[src/rtl/boss_proj_scheduler.sv]
// rtl/boss_proj_scheduler.sv - five-slot boss projectile allocator, mover and retirer
// Optional hit counter output enabled with BOSS_PROJ_HITCNT_EN.
module boss_proj_scheduler #(
    parameter int SCREEN_H       = 480,
    parameter int PROJ_SPEED     = 4,
    parameter int SPAWN_COOLDOWN = 30,
    parameter int PROJ_SIZE      = 10
) (
    input  logic       clk,
    input  logic       rst_n,
    input  logic       frame_tick,
    input  logic       enable,
    input  logic       spawn_req,
    input  logic [9:0] spawn_x,
    input  logic [8:0] spawn_y,
    output logic       spawn_ack,
    input  logic       projHit,
    input  logic [2:0] collidedProj,
    output logic [9:0] bossProj1X,
    output logic [9:0] bossProj2X,
    output logic [9:0] bossProj3X,
    output logic [9:0] bossProj4X,
    output logic [9:0] bossProj5X,
    output logic [8:0] bossProj1Y,
    output logic [8:0] bossProj2Y,
    output logic [8:0] bossProj3Y,
    output logic [8:0] bossProj4Y,
    output logic [8:0] bossProj5Y,
    output logic [4:0] proj_active,
    output logic [9:0] projW
`ifdef BOSS_PROJ_HITCNT_EN
    ,
    output logic [7:0] hit_count
`endif
);

    localparam logic [9:0] PARK_X = 10'd1023;
    localparam logic [8:0] PARK_Y = 9'd511;

    logic [9:0]  posX [5];
    logic [8:0]  posY [5];
    logic [4:0]  active;
    logic [15:0] cooldown;

    logic [9:0]  nextX [5];
    logic [8:0]  nextY [5];
    logic [9:0]  yStep [5];
    logic [4:0]  nextActive;
    logic [15:0] nextCooldown;
    logic [4:0]  hitMask;
    logic [4:0]  allocOh;
    logic        spawnOk;
    logic        tickEn;

    assign tickEn = frame_tick && enable;

    // The ack is a decode of registered state and the live request so it lands in the request cycle.
    assign spawnOk = rst_n && spawn_req && enable && (cooldown == 16'd0) && !(&active);

    always_comb begin
        hitMask = '0;
        for (int i = 0; i < 5; i++) begin
            hitMask[i] = projHit && (collidedProj == 3'(i + 1));
        end
    end

    always_comb begin
        allocOh = '0;
        for (int i = 0; i < 5; i++) begin
            if (!active[i] && (allocOh == 5'd0)) begin
                allocOh[i] = 1'b1;
            end
        end
    end

    always_comb begin
        for (int i = 0; i < 5; i++) begin
            yStep[i] = {1'b0, posY[i]} + 10'(PROJ_SPEED);
        end
    end

    // Per slot: hit retire beats movement; only a slot free at cycle start can take a spawn.
    always_comb begin
        nextActive = active;
        nextX      = posX;
        nextY      = posY;
        for (int i = 0; i < 5; i++) begin
            if (active[i]) begin
                if (hitMask[i]) begin
                    nextActive[i] = 1'b0;
                    nextX[i]      = PARK_X;
                    nextY[i]      = PARK_Y;
                end else if (tickEn) begin
                    if (yStep[i] >= 10'(SCREEN_H)) begin
                        nextActive[i] = 1'b0;
                        nextX[i]      = PARK_X;
                        nextY[i]      = PARK_Y;
                    end else begin
                        nextY[i] = yStep[i][8:0];
                    end
                end
            end else if (spawnOk && allocOh[i]) begin
                nextActive[i] = 1'b1;
                nextX[i]      = spawn_x;
                nextY[i]      = spawn_y;
            end
        end
    end

    always_comb begin
        nextCooldown = cooldown;
        if (spawnOk) begin
            nextCooldown = 16'(SPAWN_COOLDOWN);
        end else if (tickEn && (cooldown != 16'd0)) begin
            nextCooldown = cooldown - 16'd1;
        end
    end

    always_ff @(posedge clk or negedge rst_n) begin
        if (!rst_n) begin
            active   <= '0;
            cooldown <= '0;
            for (int i = 0; i < 5; i++) begin
                posX[i] <= PARK_X;
                posY[i] <= PARK_Y;
            end
        end else begin
            active   <= nextActive;
            cooldown <= nextCooldown;
            posX     <= nextX;
            posY     <= nextY;
        end
    end

`ifdef BOSS_PROJ_HITCNT_EN
    logic [7:0] hitCnt;

    always_ff @(posedge clk or negedge rst_n) begin
        if (!rst_n) begin
            hitCnt <= '0;
        end else if ((|(hitMask & active)) && (hitCnt != 8'd255)) begin
            hitCnt <= hitCnt + 8'd1;
        end
    end

    assign hit_count = hitCnt;
`endif

    assign spawn_ack   = spawnOk;
    assign proj_active = active;
    assign projW       = 10'(PROJ_SIZE);
    assign bossProj1X  = posX[0];
    assign bossProj2X  = posX[1];
    assign bossProj3X  = posX[2];
    assign bossProj4X  = posX[3];
    assign bossProj5X  = posX[4];
    assign bossProj1Y  = posY[0];
    assign bossProj2Y  = posY[1];
    assign bossProj3Y  = posY[2];
    assign bossProj4Y  = posY[3];
    assign bossProj5Y  = posY[4];

endmodule

[config.mk]
export PLATFORM = sky130hd
export DESIGN_NAME = boss_proj_scheduler
export DESIGN_NICKNAME = d
export VERILOG_FILES = /design/src/rtl/boss_proj_scheduler.sv
export SDC_FILE = /design/constraint.sdc
export NUM_CORES = 1
export LEC_CHECK = 0
export ABC_AREA = 1
export BUFFER_PORTS_ARGS = -buffer_cell sky130_fd_sc_hd__clkbuf_2
export CORE_MARGIN = 4
export CORE_UTILIZATION = 55
export CTS_BUF_LIST = sky130_fd_sc_hd__clkbuf_16
export CTS_CLUSTER_SIZE = 25
export DETAILED_ROUTE_END_ITERATION = 8
export PLACE_DENSITY = 0.82
export SETUP_SLACK_MARGIN = 0.2
export SLEW_MARGIN = 20
export SYNTH_ARGS = -nofsm -noshare
export SYNTH_HDL_FRONTEND = slang
export SYNTH_SLANG_ARGS = --single-unit
[constraint.sdc]
create_clock -name clk -period 5.35 [get_ports clk]
set_clock_uncertainty 0.15 [all_clocks]
set_input_delay 0.535 -clock clk [delete_from_list [all_inputs] [get_ports clk]]
set_output_delay 0.535 -clock clk [all_outputs]
set_load 0.05 [all_outputs]
### Word level (Yosys, flattened, before mapping)

Index checks and enable logic that the tools add are counted.

* register bits after elaboration: 116
* logic and storage cells: 167
* input bits: 28
* bits in read-only memories: 0
* memories kept: 0
* latch bits: 0
* output and inout port bits: 111
* bits in writable memories: 0

* multipliers: 0
* bitwise gates (word level): 0
* reduce and logical (&&, ||, !) cells: 47
* equal/unequal tests: 15
* add/sub/neg operators: 6
* muxes and demuxes: 82
* $lt $le $gt $ge: 5
* shift-type cells: 0
* div/mod/pow operators: 0

Operators by type and width (number)
* $mux W10: 25
* $mux W9: 25
* $add A9 B3 Y10 const B: 5
* $ge A10 B9 Y1 const B: 5
* $mux W16: 2
* $mux W1: 30
* $ne A3 B1 Y1 const B: 10
* $logic_and A1 B1 Y1: 20
* $logic_not A16 Y1: 1
* $reduce_bool A16 Y1: 1
* $sub A16 B1 Y16 const B: 1
* $reduce_and A3 Y1: 5
* $reduce_bool A2 Y1: 6
* $reduce_and A2 Y1: 5
* $eq A3 B2 Y1 const B: 2
* $eq A3 B3 Y1 const B: 2
* $logic_not A1 Y1: 5
* $reduce_and A5 Y1: 1
* $logic_not A4 Y1: 1
* $eq A3 B1 Y1 const B: 1
* $logic_not A3 Y1: 1
* $logic_not A2 Y1: 1

### Logic depth before layout (Yosys ltp)

* depth in word-level cells: 15
* mapped depth: 12
* depth with buffers taken out: 12

### Worst setup path before layout

OpenSTA, ideal clock, no wires.

* kind: flip-flop to flip-flop
* from: register active[4] (netlist: proj_active[4])
* to: register posX (netlist bit bossProj4X[1])
* arrival: 1.958 ns
* setup time: 0.078 ns
* path buffers: 2
* cell stages (with the launch flop): 13
* period minus slack after synthesis: 2.186 ns
* data required time: 5.122 ns
* path slack: 3.164 ns
* path through: dfrtp_1 -> buf_2 -> nand2_1 -> nor2_2 -> nor2_2 -> nand3_4 -> inv_2 -> nand2_4 -> nand2_8 -> nand2_4 -> buf_8 -> nand2_2 -> o21ai_2

* cells in the longest elaborated chain, start to end: 6

Ends and longest elaborated chain
* start, declared: RTL line 42 `logic [4:0] active;`
* start signal, assigned: RTL line 128 `active <= nextActive;`
* $reduce_and A5 Y1: RTL line 58 `assign spawnOk = rst_n && spawn_req && enable && (cooldown == 16'd0) && !(&active);`
* $logic_not A1 Y1: RTL line 58
* $logic_and A1 B1 Y1: RTL line 58
* named net spawn_ack: RTL line 16 `output logic spawn_ack,`
* $logic_and A1 B1 Y1: RTL line 102 `end else if (spawnOk && allocOh[i]) begin`
* $reduce_bool A2 Y1 (no line)
* $reduce_and A3 Y1 (no line)
* end signal, assigned: RTL line 130 `posX <= nextX;`
* end, declared: RTL line 40 `logic [9:0] posX [5];`

The timed path passes the listed nets, and every way through them passes these cells.
A chain may end at the register's enable or synchronous reset.

### Final worst setup path

* from: input rst_n
* to: output spawn_ack

* cells in the longest elaborated chain, start to end: 4

Ends and longest elaborated chain
* start, declared: RTL line 10 `input logic rst_n,`
* $logic_and A1 B1 Y1 (4 in series): RTL line 58
* end, declared: RTL line 16

Every way passes these cells.

==> impl_metrics.tcl <==
set metrics [dict create \
    status "finished clean" \
    crit_type "input pin to primary output" \
    place_hpwl_mm 12.56 \
    initial_core_util 0.5625 \
    layout-drive-gt1-share 0.3694 \
    io_buffer_count 128 \
    die_w_um 118.8 \
    nets 1001 \
    postCtsSetupBuffers 0 \
    slowest_delay_ns 0.62 \
    r2r_start "proj_active[4]$_DFF_PN0_" \
    path_cells "buf_4 -> nand3_1 -> nor2_2 -> nand3_4 -> inv_2 -> clkbuf_2" \
    layout_worst_path_cycle_share 0.5476 \
    cts_resized 0 \
    ys_seq_area_frac 0.4472 \
    ctsHtreeMaxLevel 4 \
    power.density_mw_per_mm2 587.4 \
    routabilityCongestion 0.9031 \
    clock-sinks 116 \
    r2r_cells 8 \
    wl_mm 17.56 \
    worstSkewPairLatency_ns 0.41 \
    synth_top_family_by_area "simple AND/OR/NAND/NOR gates" \
    ys_types 45 \
    crit_fanout 69 \
    root_buffer "clkbuf_16" \
    hp-class "input pin to async pin" \
    area_growth_pct 17.93 \
    swShare 0.4687 \
    antenna_found_initial 0 \
    die_h_um 118.8 \
    yosysMostFrequentCell "nand2_1" \
    viasPerCell 5.436 \
    max-slew-margin-rel 0.4326 \
    grt_first_pass_wirelength_mm 29.12 \
    fillers 1007 \
    postCtsHoldBufs 0 \
    slew_viol_final 0 \
    cp-start-kind "input pin" \
    max_clock_freq_mhz 341.4 \
    synth_common_cells "274 x nand2_1, 95 x dfstp_2, 75 x nor2_1" \
    avgSynthCellArea_um2 8.015 \
    worstPathArrival_ns 2.24 \
    yosys_warnings 0 \
    critPathTopFamily "buffers and inverters" \
    wl_per_cell_um 15.58 \
    grt_start_max_net_pins 70 \
    drv_cap 0 \
    final_cell_area_mm2 0.007968 \
    cts_made_buffers 17 \
    synth-edff-count 0 \
    switchingPower_mw 2.194 \
    hold_viol_final 0 \
    io_pins 139 \
    r2r-end "bossProj5X[6]$_DFFE_PN1P_" \
    critPathBufInv 3 \
    comb_power_share 0.423 \
    worst_pin_slew_ns 0.8455 \
    dr.pass1.iters 5 \
    drc 0 \
    synth_cells 843 \
    endpoint_kind "primary output" \
    synthSimpleGateAreaFrac 0.3400 \
    p_leak_nw 4.020 \
    fp-row-count 40 \
    yosys.area.top_type "dfstp_2" \
    antenna_left 0 \
    ys.flop_type "dfstp_2" \
    ir_worst_vdd_v 0.0002546 \
    period_needed_ns 2.929 \
    fin_tns_setup_ns 0 \
    cts_tree "done" \
    synth_xor_area_frac 0.02963 \
    num_vias 6126 \
    path_clk_slew_ns 0.05 \
    first_global_vias 5751 \
    cp_slowest_cell "buf_4" \
    rrSetupSlack_ns 2.72 \
    synth_compound_area_frac 0.09685 \
    async_flop_share 1.000 \
    cts_buffer_depth 2 \
    cp.required_ns 4.66 \
    rsz0062_at_grt "no" \
    setup_viol 0 \
    synth.area.mux_share 0 \
    power_frac_seq 0.343 \
    ys_top_cells_by_area "dfstp_2 37%, nand2_1 15%, dfrtp_1 7.8%" \
    drt_iter0_drc 495 \
    syn_area_mm2 0.006756 \
    yosysTopAreaCellShare 0.3694 \
    synth_seq_cells 116 \
    die_area_mm2 0.01412 \
    synth_fa_ha_area_frac 0.01111 \
    antenna_cells 0 \
    p_clk_frac 0.234 \
    overflow 0 \
    grt_usage 0.2554 \
    core_mm2 0.01201 \
    dpl_cell_area_mm2 0.007391 \
    internal_power_mw 2.487 \
]
## how the worst max path moves through the flow
stage / from / to / slack (ns) / cells past startpoint
3_5_place_dp: rst_n / bossProj1X[8]$_DFFE_PN1P_ / 2.37 / 10
5_1_grt: rst_n / spawn_ack / 2.23 / 6
3_3_place_gp: rst_n / bossProj1X[4]$_DFFE_PN1P_ / 2.46 / 10
2_1_floorplan: proj_active[4]$_DFF_PN0_ / bossProj4X[1]$_DFFE_PN1P_ / 3.16 / 12
4_1_cts: rst_n / spawn_ack / 2.39 / 6
6_report: rst_n / spawn_ack / 2.42 / 6
## cells by family (layout without fill, tap and decap cells)
family	count (synthesis)	count (layout)
xor gates and xnor gates	22	22
and+or+nand+nor	495	495
other	2	10
AOI/OAI and AO/OA	98	98
adders and majority gates	6	6
buffers and inverters	104	233
DFF	116	116
## power by group through the flow
| stage | sequential (mW) | combinational (mW) | clock [mW] |
|---|---|---|---|
| 2_1_floorplan | 2.38 | 0.754 | 0 |
| 3_3_place_gp | 1.61 | 1.93 | 0 |
| 3_5_place_dp | 1.61 | 1.97 | 0 |
| 4_1_cts | 1.60 | 1.99 | 1.10 |
| 5_1_grt | 1.65 | 2.14 | 1.14 |
| 6_report | 1.61 | 1.98 | 1.09 |
## routing by layer
| metal | global-route usage | part of all wire | routed length [um] |
|---|---|---|---|
| met1 | 0.3515 | 0.43 | 7604 |
| met2 | 0.3996 | 0.47 | 8260 |
| met3 | 0.05033 | 0.069 | 1208 |
| met4 | 0.09848 | 0.028 | 488 |
| met5 | 0 | 0 | 0 |
## placed cells by master (no fill, tap or decap), types with 3 or more instances in the layout
master	n
dfrtp_1	21
clkbuf_16	18
conb_1	10
nor2_4	5
nand4_1	24
or2_2	9
inv_1	66
dfstp_2	95
nand2_1	274
xnor2_1	8
o21ai_1	17
ha_1	6
nor2_1	75
clkbuf_2	127
nor2_2	15
nand3_1	40
a21oi_1	9
nand3b_1	5
xor2_1	13
nand2_4	4
clkinvlp_4	4
inv_6	3
o21ai_0	26
nand3_2	6
o22ai_1	7
inv_2	5
nor3_1	8
clkinv_4	3
o21ai_2	32
nand2_2	22
## sequential cells by signal (all words and copies together) (netlist names)
register,count
bossProj5Y,9
bossProj4X,10
bossProj2X,10
bossProj5X,10
bossProj1X,10
bossProj2Y,9
bossProj3Y,9
bossProj1Y,9
bossProj4Y,9
proj_active,5
bossProj3X,10
cooldown,16
## per-stage QoR
| step | utilization | instances | hold slack (ns) | total power, mW | worst slack [ns] |
|---|---|---|---|---|---|
| floorplan | - | 851 | 0.08941 | 3.138 | 3.164 |
| global placement | 0.6153 | 1095 | 0.3050 | 3.538 | 2.459 |
| detailed placement | 0.6153 | 1095 | 0.3069 | 3.571 | 2.372 |
| CTS | 0.6633 | 1127 | 0.1142 | 4.685 | 2.393 |
| global route | 0.6633 | 1127 | 0.1642 | 4.924 | 2.230 |
| finish | 0.6633 | 1127 | 0.1152 | 4.680 | 2.421 |
## layout make-up
class                      instances  area, um2  area share
multi-input combinational        631       3264      0.4097
sequential                       116       3022      0.3792
timing repair buffer             129      650.6     0.08166
tap                              147      183.9     0.02308
clock buffer                      18      450.4     0.05653
clock inverter                    14      126.4     0.01586
inverter                          72      270.3     0.03392
Power figures use the tool's default switching activity.
